==> config.mk <==
export PLATFORM = sky130hd
export DESIGN_NAME = systolic_mm_sequencer
export DESIGN_NICKNAME = d
export VERILOG_FILES = /design/src/rtl/systolic_mm_sequencer.sv
export SDC_FILE = /design/constraint.sdc
export NUM_CORES = 1
export LEC_CHECK = 0
export BUFFER_PORTS_ARGS = -buffer_cell sky130_fd_sc_hd__buf_2
export CORE_AREA = 5 5 309 311
export DETAILED_ROUTE_END_ITERATION = 10
export DIE_AREA = 0 0 314 316
export HOLD_SLACK_MARGIN = 0.06
export PLACE_DENSITY = 0.43
export SLEW_MARGIN = 20
export SYNTH_ARGS = -nofsm -noshare
export SYNTH_HDL_FRONTEND = slang
export SYNTH_SLANG_ARGS = --single-unit
export TNS_END_PERCENT = 10
==> constraint.sdc <==
create_clock -name clk_i -period 4.2 [get_ports clk_i]
set_input_delay 0 -clock clk_i [delete_from_list [all_inputs] [get_ports clk_i]]
set_output_delay 0 -clock clk_i [all_outputs]
set_load 0.005 [all_outputs]
==> src/rtl/systolic_mm_sequencer.sv <==
// Command sequencer for the 2x2 systolic array: fetches K operand slices, runs one pass per slice, returns C.
// Optional RUN watchdog with ABORT state is enabled by defining SYSTOLIC_SEQ_TIMEOUT_EN.
module systolic_mm_sequencer #(
  parameter int unsigned DATA_WIDTH     = 32,
  parameter int unsigned ACCUM_WIDTH    = 64,
  parameter int unsigned K_MAX          = 16,
  parameter int unsigned TIMEOUT_CYCLES = 64,
  parameter int unsigned KW             = $clog2(K_MAX + 1)
) (
  input  logic                   clk_i,
  input  logic                   rst_i,
  input  logic                   cmd_valid_i,
  output logic                   cmd_ready_o,
  input  logic [KW-1:0]          cmd_k_i,
  input  logic                   cmd_acc_i,
  input  logic                   opnd_valid_i,
  output logic                   opnd_ready_o,
  input  logic [DATA_WIDTH-1:0]  opnd_a0_i,
  input  logic [DATA_WIDTH-1:0]  opnd_a1_i,
  input  logic [DATA_WIDTH-1:0]  opnd_b0_i,
  input  logic [DATA_WIDTH-1:0]  opnd_b1_i,
  output logic                   arr_start_o,
  output logic                   arr_clear_o,
  output logic                   arr_accumulate_o,
  output logic [DATA_WIDTH-1:0]  arr_a_row0_o,
  output logic [DATA_WIDTH-1:0]  arr_a_row1_o,
  output logic [DATA_WIDTH-1:0]  arr_b_col0_o,
  output logic [DATA_WIDTH-1:0]  arr_b_col1_o,
  output logic                   arr_a_valid_o,
  output logic                   arr_b_valid_o,
  input  logic                   arr_busy_i,
  input  logic                   arr_done_i,
  input  logic [ACCUM_WIDTH-1:0] arr_c00_i,
  input  logic [ACCUM_WIDTH-1:0] arr_c01_i,
  input  logic [ACCUM_WIDTH-1:0] arr_c10_i,
  input  logic [ACCUM_WIDTH-1:0] arr_c11_i,
  output logic                   res_valid_o,
  input  logic                   res_ready_i,
  output logic [ACCUM_WIDTH-1:0] res_c00_o,
  output logic [ACCUM_WIDTH-1:0] res_c01_o,
  output logic [ACCUM_WIDTH-1:0] res_c10_o,
  output logic [ACCUM_WIDTH-1:0] res_c11_o,
  output logic                   busy_o,
  output logic                   err_o
);

`ifdef SYSTOLIC_SEQ_TIMEOUT_EN
  typedef enum logic [2:0] {S_IDLE, S_CLEAR, S_FETCH, S_START, S_RUN, S_OUTPUT, S_ABORT} state_e;
  localparam int unsigned TW = $clog2(TIMEOUT_CYCLES + 1);
  logic [TW-1:0] timer_q, timer_d;
`else
  typedef enum logic [2:0] {S_IDLE, S_CLEAR, S_FETCH, S_START, S_RUN, S_OUTPUT} state_e;
  logic unused_timeout;
  assign unused_timeout = (TIMEOUT_CYCLES == 0);
`endif

  logic unused_busy;
  assign unused_busy = arr_busy_i;

  state_e                 state_q, state_d;
  logic [KW-1:0]          k_q, k_d, slice_q, slice_d;
  logic                   acc_q, acc_d;
  logic [DATA_WIDTH-1:0]  a0_q, a0_d, a1_q, a1_d, b0_q, b0_d, b1_q, b1_d;
  logic [ACCUM_WIDTH-1:0] c00_q, c00_d, c01_q, c01_d, c10_q, c10_d, c11_q, c11_d;
  logic cmd_ready_q, cmd_ready_d, opnd_ready_q, opnd_ready_d, start_q, start_d;
  logic clear_q, clear_d, accum_q, accum_d, opvalid_q, opvalid_d;
  logic res_valid_q, res_valid_d, busy_q, busy_d, err_q, err_d;

  // Next-state, datapath capture and registered-output decode
  always_comb begin
    state_d = state_q;
    k_d     = k_q;
    acc_d   = acc_q;
    slice_d = slice_q;
    a0_d = a0_q; a1_d = a1_q; b0_d = b0_q; b1_d = b1_q;
    c00_d = c00_q; c01_d = c01_q; c10_d = c10_q; c11_d = c11_q;
    err_d = 1'b0;
`ifdef SYSTOLIC_SEQ_TIMEOUT_EN
    timer_d = timer_q;
`endif
    case (state_q)
      S_IDLE: begin
        if (cmd_valid_i && cmd_ready_q) begin
          k_d     = cmd_k_i;
          acc_d   = cmd_acc_i;
          slice_d = '0;
          if (cmd_k_i == '0 || cmd_k_i > KW'(K_MAX)) err_d = 1'b1;
          else state_d = cmd_acc_i ? S_FETCH : S_CLEAR;
        end
      end
      S_CLEAR: state_d = S_FETCH;
      S_FETCH: begin
        if (opnd_valid_i && opnd_ready_q) begin
          a0_d = opnd_a0_i; a1_d = opnd_a1_i; b0_d = opnd_b0_i; b1_d = opnd_b1_i;
          state_d = S_START;
        end
      end
      S_START: begin
        state_d = S_RUN;
`ifdef SYSTOLIC_SEQ_TIMEOUT_EN
        timer_d = '0;
`endif
      end
      S_RUN: begin
        if (arr_done_i) begin
          if (slice_q == k_q - KW'(1)) begin
            c00_d = arr_c00_i; c01_d = arr_c01_i; c10_d = arr_c10_i; c11_d = arr_c11_i;
            slice_d = '0;
            state_d = S_OUTPUT;
          end else begin
            slice_d = slice_q + KW'(1);
            state_d = S_FETCH;
          end
        end
`ifdef SYSTOLIC_SEQ_TIMEOUT_EN
        else if (timer_q == TW'(TIMEOUT_CYCLES - 1)) begin
          state_d = S_ABORT;
        end else begin
          timer_d = timer_q + TW'(1);
        end
`endif
      end
      S_OUTPUT: if (res_ready_i && res_valid_q) state_d = S_IDLE;
`ifdef SYSTOLIC_SEQ_TIMEOUT_EN
      S_ABORT: state_d = S_IDLE;
`endif
      default: state_d = S_IDLE;
    endcase

    cmd_ready_d  = (state_d == S_IDLE);
    opnd_ready_d = (state_d == S_FETCH);
    start_d      = (state_d == S_START);
    clear_d      = (state_d == S_CLEAR);
    opvalid_d    = (state_d == S_RUN);
    res_valid_d  = (state_d == S_OUTPUT);
    busy_d       = (state_d != S_IDLE);
    accum_d      = (slice_d != '0) || acc_d;
`ifdef SYSTOLIC_SEQ_TIMEOUT_EN
    if (state_d == S_ABORT) begin
      clear_d = 1'b1;
      err_d   = 1'b1;
    end
`endif
  end

  always_ff @(posedge clk_i) begin
    if (rst_i) begin
      state_q <= S_IDLE;
      k_q <= '0; acc_q <= 1'b0; slice_q <= '0;
      a0_q <= '0; a1_q <= '0; b0_q <= '0; b1_q <= '0;
      c00_q <= '0; c01_q <= '0; c10_q <= '0; c11_q <= '0;
      cmd_ready_q <= 1'b0; opnd_ready_q <= 1'b0; start_q <= 1'b0; clear_q <= 1'b0;
      accum_q <= 1'b0; opvalid_q <= 1'b0; res_valid_q <= 1'b0; busy_q <= 1'b0; err_q <= 1'b0;
`ifdef SYSTOLIC_SEQ_TIMEOUT_EN
      timer_q <= '0;
`endif
    end else begin
      state_q <= state_d;
      k_q <= k_d; acc_q <= acc_d; slice_q <= slice_d;
      a0_q <= a0_d; a1_q <= a1_d; b0_q <= b0_d; b1_q <= b1_d;
      c00_q <= c00_d; c01_q <= c01_d; c10_q <= c10_d; c11_q <= c11_d;
      cmd_ready_q <= cmd_ready_d; opnd_ready_q <= opnd_ready_d; start_q <= start_d;
      clear_q <= clear_d; accum_q <= accum_d; opvalid_q <= opvalid_d;
      res_valid_q <= res_valid_d; busy_q <= busy_d; err_q <= err_d;
`ifdef SYSTOLIC_SEQ_TIMEOUT_EN
      timer_q <= timer_d;
`endif
    end
  end

  assign cmd_ready_o      = cmd_ready_q;
  assign opnd_ready_o     = opnd_ready_q;
  assign arr_start_o      = start_q;
  assign arr_clear_o      = clear_q;
  assign arr_accumulate_o = accum_q;
  assign arr_a_row0_o     = a0_q;
  assign arr_a_row1_o     = a1_q;
  assign arr_b_col0_o     = b0_q;
  assign arr_b_col1_o     = b1_q;
  assign arr_a_valid_o    = opvalid_q;
  assign arr_b_valid_o    = opvalid_q;
  assign res_valid_o      = res_valid_q;
  assign res_c00_o        = c00_q;
  assign res_c01_o        = c01_q;
  assign res_c10_o        = c10_q;
  assign res_c11_o        = c11_q;
  assign busy_o           = busy_q;
  assign err_o            = err_q;

endmodule

# Word-level counts from Yosys, hierarchy flattened
# Index checks and enable logic that the tools add are counted.
# totals
register_bits	407
latchBits	0
ramBits	0
rom_bits	0
in_bits	397
out_inout_bits	394
word_cells	66
memories	0
# classes
add_sub_neg	2
mul	0
div	0
magnitude_cmp	1
n_eq_ne	11
n_shift	0
muxes	15
n_bitwise	2
n_reduce_logical	14
# ops
op	count
3-bit two-way mux	6
3-bit one-hot mux with 6 select lines	1
5-bit two-way mux	3
3-bit by 2-bit == test with 1-bit output (second input constant)	4
3-bit == test (second input constant)	4
5-bit one-hot mux with 2 select lines	1
3-bit by 1-bit == test with 1-bit output (second input constant)	2
3-bit logical NOT	2
5-bit by 1-bit adder with 5-bit output (second input constant)	1
5-bit == test	1
5-bit greater-than comparator (second input constant)	1
5-bit logical NOT	1
5-bit nonzero test	1
5-bit by 1-bit subtractor with 5-bit output (second input constant)	1
2-bit AND reduction	2
1-bit logical AND	3
1-bit two-way mux	3
3-bit AND reduction	1
3-bit nonzero test	1
3-bit OR reduction	1
1-bit logical OR	2
2-bit two-way mux	1
1-bit inverter	2

# Logic depth before layout (Yosys ltp)
# Gate-level depths: netlist (run 1).
# depth
depth_word	7
depth_mapped	11

# Least setup slack after synthesis (run 1)
# No wires, ideal clock.
# synth_timing
kind	flip-flop to flip-flop
start	register k_q[0]
end	register c00_q[23] (netlist: res_c00_o[23])
setup_time_ns	0.070
arrival_ns	1.979
required_time_ns	4.130
setup_slack_ns	2.151
path_stages_with_launch	12
n_path_buf	3
synth_period_minus_slack_ns	2.049
path_cell_list	dfxtp_1 > inv_1 > ha_1 > xnor2_1 > a211oi_1 > o311a_1 > and2_1 > buf_2 > buf_2 > buf_2 > nand2_1 > a21oi_1
# synth_via
elab_chain_cells	3
# synth_rtl
element	line_no	source
start: declaration	61	logic [KW-1:0] k_q, k_d, slice_q, slice_d;
start signal: assignment	149	k_q <= '0; acc_q <= 1'b0; slice_q <= '0;
start signal: assignment	159	k_q <= k_d; acc_q <= acc_d; slice_q <= slice_d;
5-bit by 1-bit subtractor with 5-bit output	106	if (slice_q == k_q - KW'(1)) begin
5-bit == test	106	
3-bit AND reduction (no line)	-	
end signal: assignment	151	c00_q <= '0; c01_q <= '0; c10_q <= '0; c11_q <= '0;
end signal: assignment	161	c00_q <= c00_d; c01_q <= c01_d; c10_q <= c10_d; c11_q <= c11_d;
end: declaration	64	logic [ACCUM_WIDTH-1:0] c00_q, c00_d, c01_q, c01_d, c10_q, c10_d, c11_q, c11_d;
# No other way between the ends.
# A chain may end at the register's enable or synchronous reset.

# Worst setup path in the final report (run 1)
# layout_timing
start	register k_q[0]
end	register c10_q[51] (netlist: res_c10_o[51])
# layout_via
elab_chain_cells	3
# layout_rtl
element	line_no
5-bit by 1-bit subtractor with 5-bit output	106
5-bit == test	106
3-bit AND reduction (no line)	-
end signal: assignment	151
end signal: assignment	161
end: declaration	64
# No other way between the ends.

==> impl_metrics.tcl, run 1 <==
set metrics [dict create \
    comb_pwr_share_pct 7.5 \
    gp_routability_congestion 0.762 \
    dp_hpwl_mm 43.5 \
    timing.critical_path.fanout_max 67 \
    number_of_clock_sinks_seen_by_cts 407 \
    wl_met2_mm 30.4 \
    grt.total_usage_pct 11.7 \
    stdcell_count 4265 \
    hold_path.startpoint "opnd_valid_i" \
    kind_of_cell_adding_the_most_delay_to_the_critical_path "buffers and inverters" \
    dr.pass1.iters 4 \
    initial_utilization_pct 15.4 \
    criticalPathCategory "reg2reg" \
    ios 791 \
    post_synth_inst_count 1814 \
    drt-met1-wl_mm 25.9 \
    die_y_um 316 \
    setup_repair_after_global_routing_missed_its_margin "no" \
    fp.dieArea_mm2 0.0992 \
    postPlaceCellArea_mm2 0.0194 \
    path_buf_inv 4 \
    cts.root.buffer_cell "clkbuf_16" \
    syn-mean-instance-area_um2 7.84 \
    whs_path_depth 4 \
    critical_path.cell_chain "inv_1 -> ha_1 -> xnor2_1 -> a211oi_1 -> o311a_1 -> buf_4 -> and2_4 -> buf_12 -> nand2_1 -> a21oi_1 -> dlygate4sd3_1" \
    avgViaCountPerCell 3.86 \
    wl_met3_mm 4.78 \
    p_sw_mw 1.98 \
    run_status "completed" \
    pre_cts_ws_ns 1.44 \
    timing.critical_path.required_ns 4.74 \
    wire_per_inst_um 14.8 \
    holdCritPathClass "in2reg" \
    report.power.total_mw 8.67 \
    cellPowerDensity_mw_per_mm2 335 \
    maximum_number_of_pins_on_one_net_before_global_route_repair 136 \
    totalNegativeSetupSlack_ns 0 \
    syn_nets 2213 \
    timing_worst_slew_pin_value_ns 0.972 \
    core_region_area_mm2 0.0925 \
    slew_headroom_pct 34.9 \
    clkTransAtPathRegs_ns 0.06 \
    placedCellCount 3686 \
    power.sequential.fraction_pct 44.7 \
    ff2ff_setup_slack_ns 1.01 \
    postLayoutCoreUtil_pct 28.0 \
    cts-buffers-inserted 48 \
    timing_hold_violations_final 0 \
    layout_worst_path_cycle_share_pct 75.8 \
    finalCriticalPeriod_ns 3.19 \
    die_w_um 314 \
    cts_tree "done" \
    highest_achievable_clock_rate_mhz 314 \
    ys_ff_latch 407 \
    ff2ff_path_depth 11 \
    num-nets-final 3428 \
    finalWorstSetupSlack_ns 1.01 \
    sum_of_routed_wire_length_over_all_layers_mm 63.2 \
    power.static_leakage_nw 11.2 \
    worst_path_max_delay_cell "dlygate4sd3_1" \
    ys_types 41 \
    cts_max_path_buffers 3 \
    flow.area_growth_from_synthesis_pct 81.9 \
    critPathCaptureType "register" \
    top_layer "met5" \
    drive_above_1_share_pct 28.9 \
    synthesis.area_mm2 0.0142 \
    fin_hold_ws_ns 0.165 \
    crit-reg2reg-capture "res_c10_o[51]" \
    worst-path-stages 11 \
    post_synth_main_area_contributors "dfxtp_1 57%, nand2_1 21%, a21oi_1 14%" \
    cell_internal_pwr_mw 6.70 \
    dr_total_vias 16474 \
    arrival_ns 3.73 \
    power_switching_share_pct 22.8 \
    yosysSeqAreaShare_pct 57.3 \
    initial_antenna_violation_count 4 \
    grt.overflow.total 0 \
    final_antenna_net_count 0 \
    reg2reg_from "k_q[0]" \
    max_stage_delay_ns 0.57 \
    resized_cells_post_cts 0 \
    cap_violations 0 \
    yosys_top_cell_area_share_pct 57.3 \
    max-vdd-ir-drop_mv 0.274 \
    critical_path.startpoint_type "register" \
    hold-path-endpoint "arr_b_col0_o[21]" \
    clkPwrFrac_pct 47.8 \
    ctsHtreeMaxLevel 2 \
    remaining_drc_errors 0 \
    synth.largest_area_cell "dfxtp_1" \
    synth_warnings 0 \
    std_cell_rows 112 \
    number_of_global_route_vias_before_repair 16299 \
    slew_viol_final 0 \
    final_design_area_no_fill_mm2 0.0259 \
    buffer_ports.inserted 789 \
    skew_ns 0.00959 \
    clk_latency_ns 0.59 \
    grt_pass1_wl_mm 93.6 \
    initialDrtViolationCount 905 \
    final-setup-viol-count 0 \
]
cells in the mapped netlist (all sizes together):
| cell | instances |
|---|---|
| o2bb2ai | 1 |
| a221o | 1 |
| nor3 | 3 |
| and4b | 1 |
| buf | 49 |
| a21boi | 1 |
| o22ai | 1 |
| or4 | 2 |
| a21o | 1 |
| o21a | 2 |
| nor3b | 3 |
| nand4bb | 1 |
| a211oi | 4 |
| a31oi | 2 |
| nand3b | 1 |
| inv | 4 |
| nand2b | 3 |
| o22a | 1 |
| or3 | 3 |
| and2 | 2 |
| dfxtp | 407 |
| or2 | 1 |
| clkbuf | 88 |
| nand4 | 2 |
| xnor2 | 6 |
| nor2b | 3 |
| nor4 | 2 |
| xor2 | 3 |
| o311a | 1 |
| nor2 | 18 |
| o21ai | 2 |
| ha | 2 |
| nand3 | 5 |
| a21oi | 396 |
| nand2 | 790 |
| nand4b | 2 |
cell usage in the layout (no fill, tap or decap), drive strengths merged, types with 4 or more instances in the layout:
| master | Yosys | layout |
|---|---|---|
| clkbuf | 88 | 78 |
| nor2 | 18 | 18 |
| dlygate4sd3 | 0 | 490 |
| dfxtp | 407 | 407 |
| clkinv | 0 | 5 |
| a211oi | 4 | 4 |
| a21oi | 396 | 396 |
| buf | 49 | 812 |
| inv | 4 | 7 |
| nand2 | 790 | 790 |
| xnor2 | 6 | 6 |
| nand3 | 5 | 5 |
repair_timing:
action | in CTS | in global routing
hold endpoints to repair | 406 | 0
hold buffers | 490 | 0
setup buffers | 0 | 0
layer usage:
metal,global-route usage (%),vias up
li1,-,8278
met5,0,-
met3,3.46,117
met4,4.53,4
met1,13.8,7511
met2,20.2,564
power groups by stage:
stage                     combinational [mW]  sequential, mW  clock, mW
after floorplan                       0.0958            3.96          0
after global placement                 0.347            3.96          0
after detailed placement               0.343            3.97          0
after CTS                              0.650            3.88       4.34
after global routing                   0.697            3.88       4.49
final                                  0.648            3.88       4.14
cell families after synthesis:
family	count (synthesis)	synth area share (%)
adder cells (fa/ha/maj)	2	0.176
AND/OR/NAND/NOR	842	23.0
AO/OA/AOI/OAI	413	14.8
flip-flops	407	57.3
buffers and inverters	141	4.15
XOR/XNOR	9	0.554
registers in the layout, summed over array words and instances (netlist names):
signal	cells
arr_start_o	1
arr_a_row1_o	32
slice_q	5
opnd_ready_o	1
res_c10_o	64
res_c01_o	64
res_c00_o	64
k_q	5
arr_accumulate_o	1
arr_a_row0_o	32
arr_clear_o	1
arr_a_valid_o	1
err_o	1
arr_b_col1_o	32
res_valid_o	1
busy_o	1
arr_b_col0_o	32
cmd_ready_o	1
res_c11_o	64
acc_q	1
state_q	3
worst min-delay path, stage by stage:
cell     delay (ns)
buf_2          0.10
and4b_4        0.40
nand2_1        0.15
a21oi_1        0.05
worst max path at each step:
stage / start / slack, ns / endpoint
CTS: k_q[0] / 0.92 / res_c01_o[31]
detailed placement: k_q[0] / 1.44 / res_c00_o[28]
global route: k_q[0] / 0.73 / res_c10_o[31]
global placement: k_q[0] / 1.46 / res_c00_o[24]
floorplan: k_q[0] / 2.15 / res_c00_o[23]
finish: k_q[0] / 1.01 / res_c10_o[51]
area by class of cell:
cell class                      instances  area (µm²)
Clock buffer                           78        1450
Multi-Input combinational cell       1266        5490
Tap cell                             1197        1500
Sequential cell                       407        8150
Clock inverter                          9         104
Inverter                                4        15.0
Timing Repair Buffer                 1302        9150
Fill cell                           10125       66600
Antenna cell                            2        5.00
(Power assumes the default switching activity.)
==> run 2: changes to the inputs <==
ABC_AREA = 1   (was default)
CORE_AREA = 5 5 305 307   (was 5 5 309 311)
DIE_AREA = 0 0 310 312   (was 0 0 314 316)
PLACE_DENSITY = 0.44   (was 0.43)
clock period = 3.2 ns   (was 4.2 ns; I/O delays follow)
==> run 2 against run 1 <==
Sequential cell count unchanged. Largest power group unchanged. Largest cell class unchanged. Critical endpoint is now res_c10_o[3]. Clock power up 39%. Worst hold slack worse by 0.019 ns. Global-route usage up 1.6 points. Die area down 2.5%. Via count up 0.86%. Total power up 35%. Synthesized area up 1.2%.
==> impl_metrics.tcl, run 2 <==
set metrics [dict create \
    num-nets-final 3415 \
    clkTransAtPathRegs_ns 0.06 \
    yosys.cell_count.top_type "nand2_1" \
    skew_ns 0.0215 \
    ys_types 25 \
    highest_achievable_clock_rate_mhz 344 \
    ctsHtreeMaxLevel 2 \
    die_w_um 310 \
    synth_flop_cell "dfxtp_1" \
    setup_repair_after_global_routing_missed_its_margin "yes" \
    flow.area_growth_from_synthesis_pct 77.3 \
    grt.overflow.total 0 \
    syn-mean-instance-area_um2 7.79 \
    layout_worst_path_cycle_share_pct 91.0 \
    timing_hold_violations_final 0 \
    post_synth_inst_count 1846 \
    avgViaCountPerCell 3.92 \
    synth.largest_area_cell "dfxtp_1" \
    power.static_leakage_nw 11.7 \
    gp_routability_congestion 0.843 \
    timing.critical_path.fanout_max 72 \
    final-setup-viol-count 0 \
    max_stage_delay_ns 0.57 \
    worst_path_max_delay_cell "dlygate4sd3_1" \
    dp_hpwl_mm 48.7 \
    sum_of_routed_wire_length_over_all_layers_mm 70.6 \
    arrival_ns 3.45 \
    synth_warnings 0 \
    totalNegativeSetupSlack_ns 0 \
    path_buf_inv 5 \
    syn_nets 2245 \
    cts.root.buffer_cell "clkbuf_16" \
    synthesis.area_mm2 0.0144 \
    slew_headroom_pct 31.3 \
    kind_of_cell_adding_the_most_delay_to_the_critical_path "buffers and inverters" \
    wire_per_inst_um 16.6 \
    timing.critical_path.mode_cell "nand2_1" \
    dr_total_vias 16615 \
    core_region_area_mm2 0.0897 \
    yosysSeqAreaShare_pct 56.6 \
    finalCriticalPeriod_ns 2.91 \
    post_synth_main_area_contributors "dfxtp_1 57%, nand2_1 15%, a21oi_1 9.2%" \
    layout.cells.most_common_list "788 x buf_2, 561 x nand2_1, 439 x dlygate4sd3_1, 407 x dfxtp_1, 276 x nor2_1" \
    yosys_top_cell_area_share_pct 56.6 \
    critical_path.startpoint_type "register" \
    cellPowerDensity_mw_per_mm2 460 \
    max-vdd-ir-drop_mv 0.319 \
    critPathCaptureType "register" \
    cts_max_path_buffers 3 \
    slew_viol_final 0 \
    cts-buffers-inserted 51 \
    number_of_global_route_vias_before_repair 16715 \
    pre_cts_ws_ns 0.634 \
    buffer_ports.inserted 789 \
    ys_ff_latch 407 \
    critical_path.cell_chain "inv_1 -> ha_1 -> inv_1 -> nand2_1 -> nand2_1 -> nor2_1 -> nand2_1 -> nor2_2 -> nand3_2 -> nor2_4 -> inv_8 -> buf_12 -> nand2_1 -> a21oi_1 -> dlygate4sd3_1" \
    holdCritPathClass "in2reg" \
    fillers 9783 \
    initial_antenna_violation_count 23 \
    criticalPathCategory "reg2reg" \
    final_antenna_net_count 0 \
    initialDrtViolationCount 882 \
    clk_latency_ns 0.60 \
    postLayoutCoreUtil_pct 28.4 \
    cap_violations 0 \
    die_y_um 312 \
    ys_top_cells_by_count "561 x nand2_1, 407 x dfxtp_1, 277 x nor2_1" \
    ys_async_sr_fraction_pct 0 \
    dr.pass1.iters 5 \
    std_cell_rows 110 \
    grt_pass1_wl_mm 101 \
    mostFrequentLayoutCell "buf_2" \
    maximum_number_of_pins_on_one_net_before_global_route_repair 169 \
    fp.dieArea_mm2 0.0967 \
    post_synth_edffs 0 \
    number_of_clock_sinks_seen_by_cts 407 \
    initial_utilization_pct 16.0 \
    grt.total_usage_pct 13.3 \
    timing_worst_slew_pin_value_ns 1.03 \
    timing.critical_path.required_ns 3.74 \
    cts_tree "done" \
    ios 791 \
    finalWorstSetupSlack_ns 0.289 \
    drive_above_1_share_pct 29.5 \
    fin_hold_ws_ns 0.146 \
    run_status "completed" \
    remaining_drc_errors 0 \
]
==> run 2: changes by cell type after synthesis, sizes merged, moves of 3 or more <==
cell	previous run	this run
nor2b	3	0
or3	3	0
nand2	790	561
a211oi	4	0
xnor2	6	0
clkbuf	88	76
nand3	5	16
buf	49	55
a21oi	396	265
nor3b	3	0
nor2	18	281
o21ai	2	137
nand2b	3	0
inv	4	31
==> run 2: cells by family (layout without fill, tap and decap cells) <==
logic type,after synthesis,count (layout),share of synthesized area [%]
other,0,12,0
flip-flops,407,407,56.6
buffers and inverters,163,1371,5.83
multiplexers,1,1,0.0696
AO/OA/AOI/OAI,405,405,14.1
AND/OR/NAND/NOR,864,864,22.9
adder cells (fa/ha/maj),2,2,0.174
XOR/XNOR,4,4,0.243
==> run 2: final cells by class <==
| class | instances | area [µm²] | area share [%] |
|---|---|---|---|
| clock inverters | 13 | 118 | 0.461 |
| flip-flops and latches | 407 | 8150 | 31.9 |
| multi-input cells | 1276 | 5410 | 21.2 |
| well taps | 1176 | 1470 | 5.77 |
| diodes | 12 | 30.0 | 0.118 |
| inverters | 32 | 131 | 0.515 |
| clock buffers | 78 | 1560 | 6.11 |
| repair buffers | 1248 | 8650 | 33.9 |
==> run 2: power by group <==
part / switching [mW] / internal (mW)
Sequential: 0.0102 / 5.09
Clock: 2.33 / 3.43
Combinational: 0.349 / 0.531
==> run 2: path summary, 6_finish.rpt <==
path / start / endpoint / slack, ns / cells after the start
worst max-delay path: k_q[0] / res_c10_o[3] / 0.29 / 15
worst min-delay path: rst_i / res_c10_o[24] / 0.15 / 3
worst max register to register: k_q[0] / res_c10_o[3] / 0.29 / 15
worst min register to register: res_c01_o[15] / res_c01_o[15] / 0.46 / 2
==> run 2: metal layers <==
metal / up-vias / GRT usage, % / share of wire, %
met3: 141 / 4.10 / 8.3
met2: 624 / 22.8 / 47
li1: 8267 / - / -
met5: - / 0 / 0.12
met1: 7569 / 15.8 / 41
met4: 14 / 4.56 / 3.4
==> run 2: metrics by stage <==
stage | instance area (µm²) | cells | power (mW)
global placement | 19300 | 3696 | 5.70
detailed placement | 19300 | 3696 | 5.69
CTS | 25400 | 4226 | 12.0
floorplan | 14400 | 1846 | 5.35
global route | 25500 | 4236 | 12.2
finish | 25500 | 4242 | 11.7
==> run 2: worst reg2reg max path: cells and delay by family (launching register included) <==
family,cells,cell delay (ns)
compound gates,1,0.19
fa+ha+maj,1,0.31
buf+inv,5,1.46
flops,1,0.32
simple gates,8,0.59
==> run 2: what timing repair did <==
action	4_1_cts	5_1_grt
endpoints found under the setup margin	0	28
gates resized for setup	0	2
hold buffers	439	0
buffers inserted	0	2
hold endpoints to repair	406	0
==> run 3: changes to the inputs <==
CTS_CLUSTER_SIZE = 25   (was default)
GPL_TIMING_DRIVEN = 0   (was default)
==> run 3 against run 2 <==
Sequential cell count did not move. Sequential share of layout area increased by 0.20 points. Via count grew 0.87%. Global-route usage rose by 1.5 points. Cell count increased by 1.3%. Largest power group unchanged. Total power shrank 1.4%. Worst setup slack improved by 0.32 ns. Critical path depth did not move. Worst hold slack gained 0.0027 ns. Die area stayed put. Critical endpoint is now res_c01_o[3]. Sequential power barely moved. Non-clock buffer count increased by 66.
==> impl_metrics.tcl, run 3 (same netlist as run 2, synthesis figures left out) <==
set metrics [dict create \
    grt_pass1_wl_mm 110 \
    use_met2_pct 26.0 \
    finalWorstSetupSlack_ns 0.608 \
    globalRouteMet1Util_pct 17.3 \
    grt.total_usage_pct 14.9 \
    arrival_ns 3.01 \
    path_buf_inv 5 \
    dp_hpwl_mm 59.9 \
    globalRouteMet3Util_pct 4.21 \
    timing_worst_slew_pin_value_ns 0.941 \
    cap_violations 0 \
    layout.cells.most_common_list "814 x buf_2, 561 x nand2_1, 407 x dfxtp_1, 395 x dlygate4sd3_1, 277 x nor2_1" \
    ff2ff_path_depth 15 \
    ctsHtreeMaxLevel 2 \
    whs_path_depth 9 \
    sum_of_routed_wire_length_over_all_layers_mm 76.7 \
    die_y_um 312 \
    cts_max_path_buffers 3 \
    cell_internal_pwr_mw 8.90 \
    std_cell_rows 110 \
    max-vdd-ir-drop_mv 0.319 \
    ctsHoldBuffers 395 \
    comb_pwr_share_pct 7.8 \
    final_antenna_net_count 0 \
    clkPwrFrac_pct 48.1 \
    report.power.total_mw 11.6 \
    wire_per_inst_um 17.8 \
    timing.critical_path.required_ns 3.62 \
    flow.area_growth_from_synthesis_pct 76.3 \
    pre_cts_ws_ns 0.471 \
    slew_headroom_pct 37.2 \
    stdcell_count 4299 \
    worst_path_max_delay_cell "dfxtp_1" \
    avgViaCountPerCell 3.90 \
    holdCritPathClass "in2reg" \
    max_stage_delay_ns 0.32 \
    final-setup-viol-count 0 \
    dr.pass1.iters 5 \
    number_of_clock_sinks_seen_by_cts 407 \
    hold-path-endpoint "state_q[0]" \
    die_w_um 310 \
    placedCellCount 3810 \
    timing.critical_path.fanout_max 10 \
    clkTransAtPathRegs_ns 0.06 \
    criticalPathCategory "reg2reg" \
    drive_above_1_share_pct 29.7 \
    critPathCaptureType "register" \
    crit-reg2reg-capture "res_c01_o[3]" \
    timing.critical_path.mode_cell "nand2_1" \
    gp_routability_congestion 0.862 \
    cts-buffers-inserted 50 \
    hold_path.startpoint "opnd_valid_i" \
    resized_cells_post_cts 0 \
    timing_hold_violations_final 0 \
    p_sw_mw 2.68 \
    mostFrequentLayoutCell "buf_2" \
    remaining_drc_errors 0 \
    cts.root.buffer_cell "clkbuf_16" \
    initialDrtViolationCount 818 \
    initial_utilization_pct 16.0 \
    critical_path.cell_chain "inv_1 -> ha_1 -> inv_1 -> nand2_1 -> nand2_1 -> nor2_1 -> nand2_1 -> nor2_2 -> nand3_2 -> nor2_4 -> inv_2 -> buf_2 -> buf_2 -> nand2_1 -> a21oi_1" \
    reg2reg_from "k_q[0]" \
    totalNegativeSetupSlack_ns 0 \
    run_status "completed" \
    clk_latency_ns 0.59 \
    maximum_number_of_pins_on_one_net_before_global_route_repair 13 \
    skew_ns 0.0221 \
    finalCriticalPeriod_ns 2.59 \
    fillers 9822 \
    critical_path.startpoint_type "register" \
    power.static_leakage_nw 11.5 \
    cts_tree "done" \
    setup_repair_after_global_routing_missed_its_margin "no" \
    ff2ff_setup_slack_ns 0.61 \
    initial_antenna_violation_count 12 \
    slew_viol_final 0 \
    buffer_ports.inserted 788 \
    kind_of_cell_adding_the_most_delay_to_the_critical_path "simple AND/OR/NAND/NOR gates" \
    post-cts-setup-buffer-count 0 \
    cellPowerDensity_mw_per_mm2 456 \
    power.sequential.fraction_pct 44.0 \
    grt.overflow.total 0 \
    num-nets-final 3480 \
    power_switching_share_pct 23.1 \
    dr_total_vias 16760 \
    highest_achievable_clock_rate_mhz 386 \
    grt-busiest-layer "met2" \
    layout_worst_path_cycle_share_pct 81.0 \
    core_region_area_mm2 0.0897 \
    number_of_global_route_vias_before_repair 17160 \
    ios 791 \
    fp.dieArea_mm2 0.0967 \
]
[run 3: cell count changes in the layout (fill, tap and decap cells not counted), sizes merged]
cell	previous run	this run
inv	32	33
dlygate4sd3	439	395
buf	807	843
clkinvlp	2	1
diode	12	7
clkinv	10	6
clkbuf	80	154
[run 3: metal layers]
metal | vias up | share of wire (%)
met5 | - | 0.053
met3 | 142 | 7.7
met1 | 7567 | 41
met2 | 650 | 48
met4 | 6 | 3.9
li1 | 8395 | -
[run 3: metrics by stage]
step                util (%)  instance area [µm²]  hold slack [ns]
floorplan                  -                14400            0.135
global placement        22.1                19800            0.223
detailed placement      22.1                19800            0.229
CTS                     28.2                25300            0.103
global route            28.2                25300            0.140
finish                  28.3                25400            0.149
[run 3: area by class of cell]
cell class,count,area [µm²],share of cell area (%)
Timing Repair Buffer,1183,7900,31.1
Tap cell,1176,1470,5.80
Inverter,32,120,0.474
Clock buffer,78,1500,5.91
Sequential cell,407,8150,32.1
Multi-Input combinational cell,1276,5400,21.3
Antenna cell,7,17.5,0.0691
Clock inverter,9,87.6,0.345
Buffer,131,719,2.84
[run 3: worst reg2reg max path, cell delays in order (launching register included)]
cell	delay, ns
dfxtp_1	0.32
inv_1	0.08
ha_1	0.31
inv_1	0.04
nand2_1	0.05
nand2_1	0.04
nor2_1	0.08
nand2_1	0.07
nor2_2	0.10
nand3_2	0.14
nor2_4	0.30
inv_2	0.22
buf_2	0.26
buf_2	0.26
nand2_1	0.11
a21oi_1	0.06
[run 3: how the worst max path moves through the flow]
stage | cells after the start | endpoint | start | slack (ns)
floorplan | 15 | res_c00_o[0] | k_q[0] | 1.31
finish | 15 | res_c01_o[3] | k_q[0] | 0.61
CTS | 15 | res_c01_o[3] | k_q[0] | 0.46
detailed placement | 15 | res_c01_o[3] | k_q[0] | 0.47
global placement | 15 | res_c01_o[4] | k_q[0] | 0.45
global route | 15 | res_c01_o[4] | k_q[0] | 0.32
[run 3: power by group through the flow]
| stage | registers [mW] | logic [mW] | clock network, mW |
|---|---|---|---|
| after floorplan | 5.21 | 0.138 | 0 |
| after global placement | 5.21 | 0.511 | 0 |
| after detailed placement | 5.21 | 0.508 | 0 |
| after CTS | 5.10 | 0.915 | 5.78 |
| after global routing | 5.10 | 0.983 | 5.97 |
| final | 5.10 | 0.907 | 5.57 |
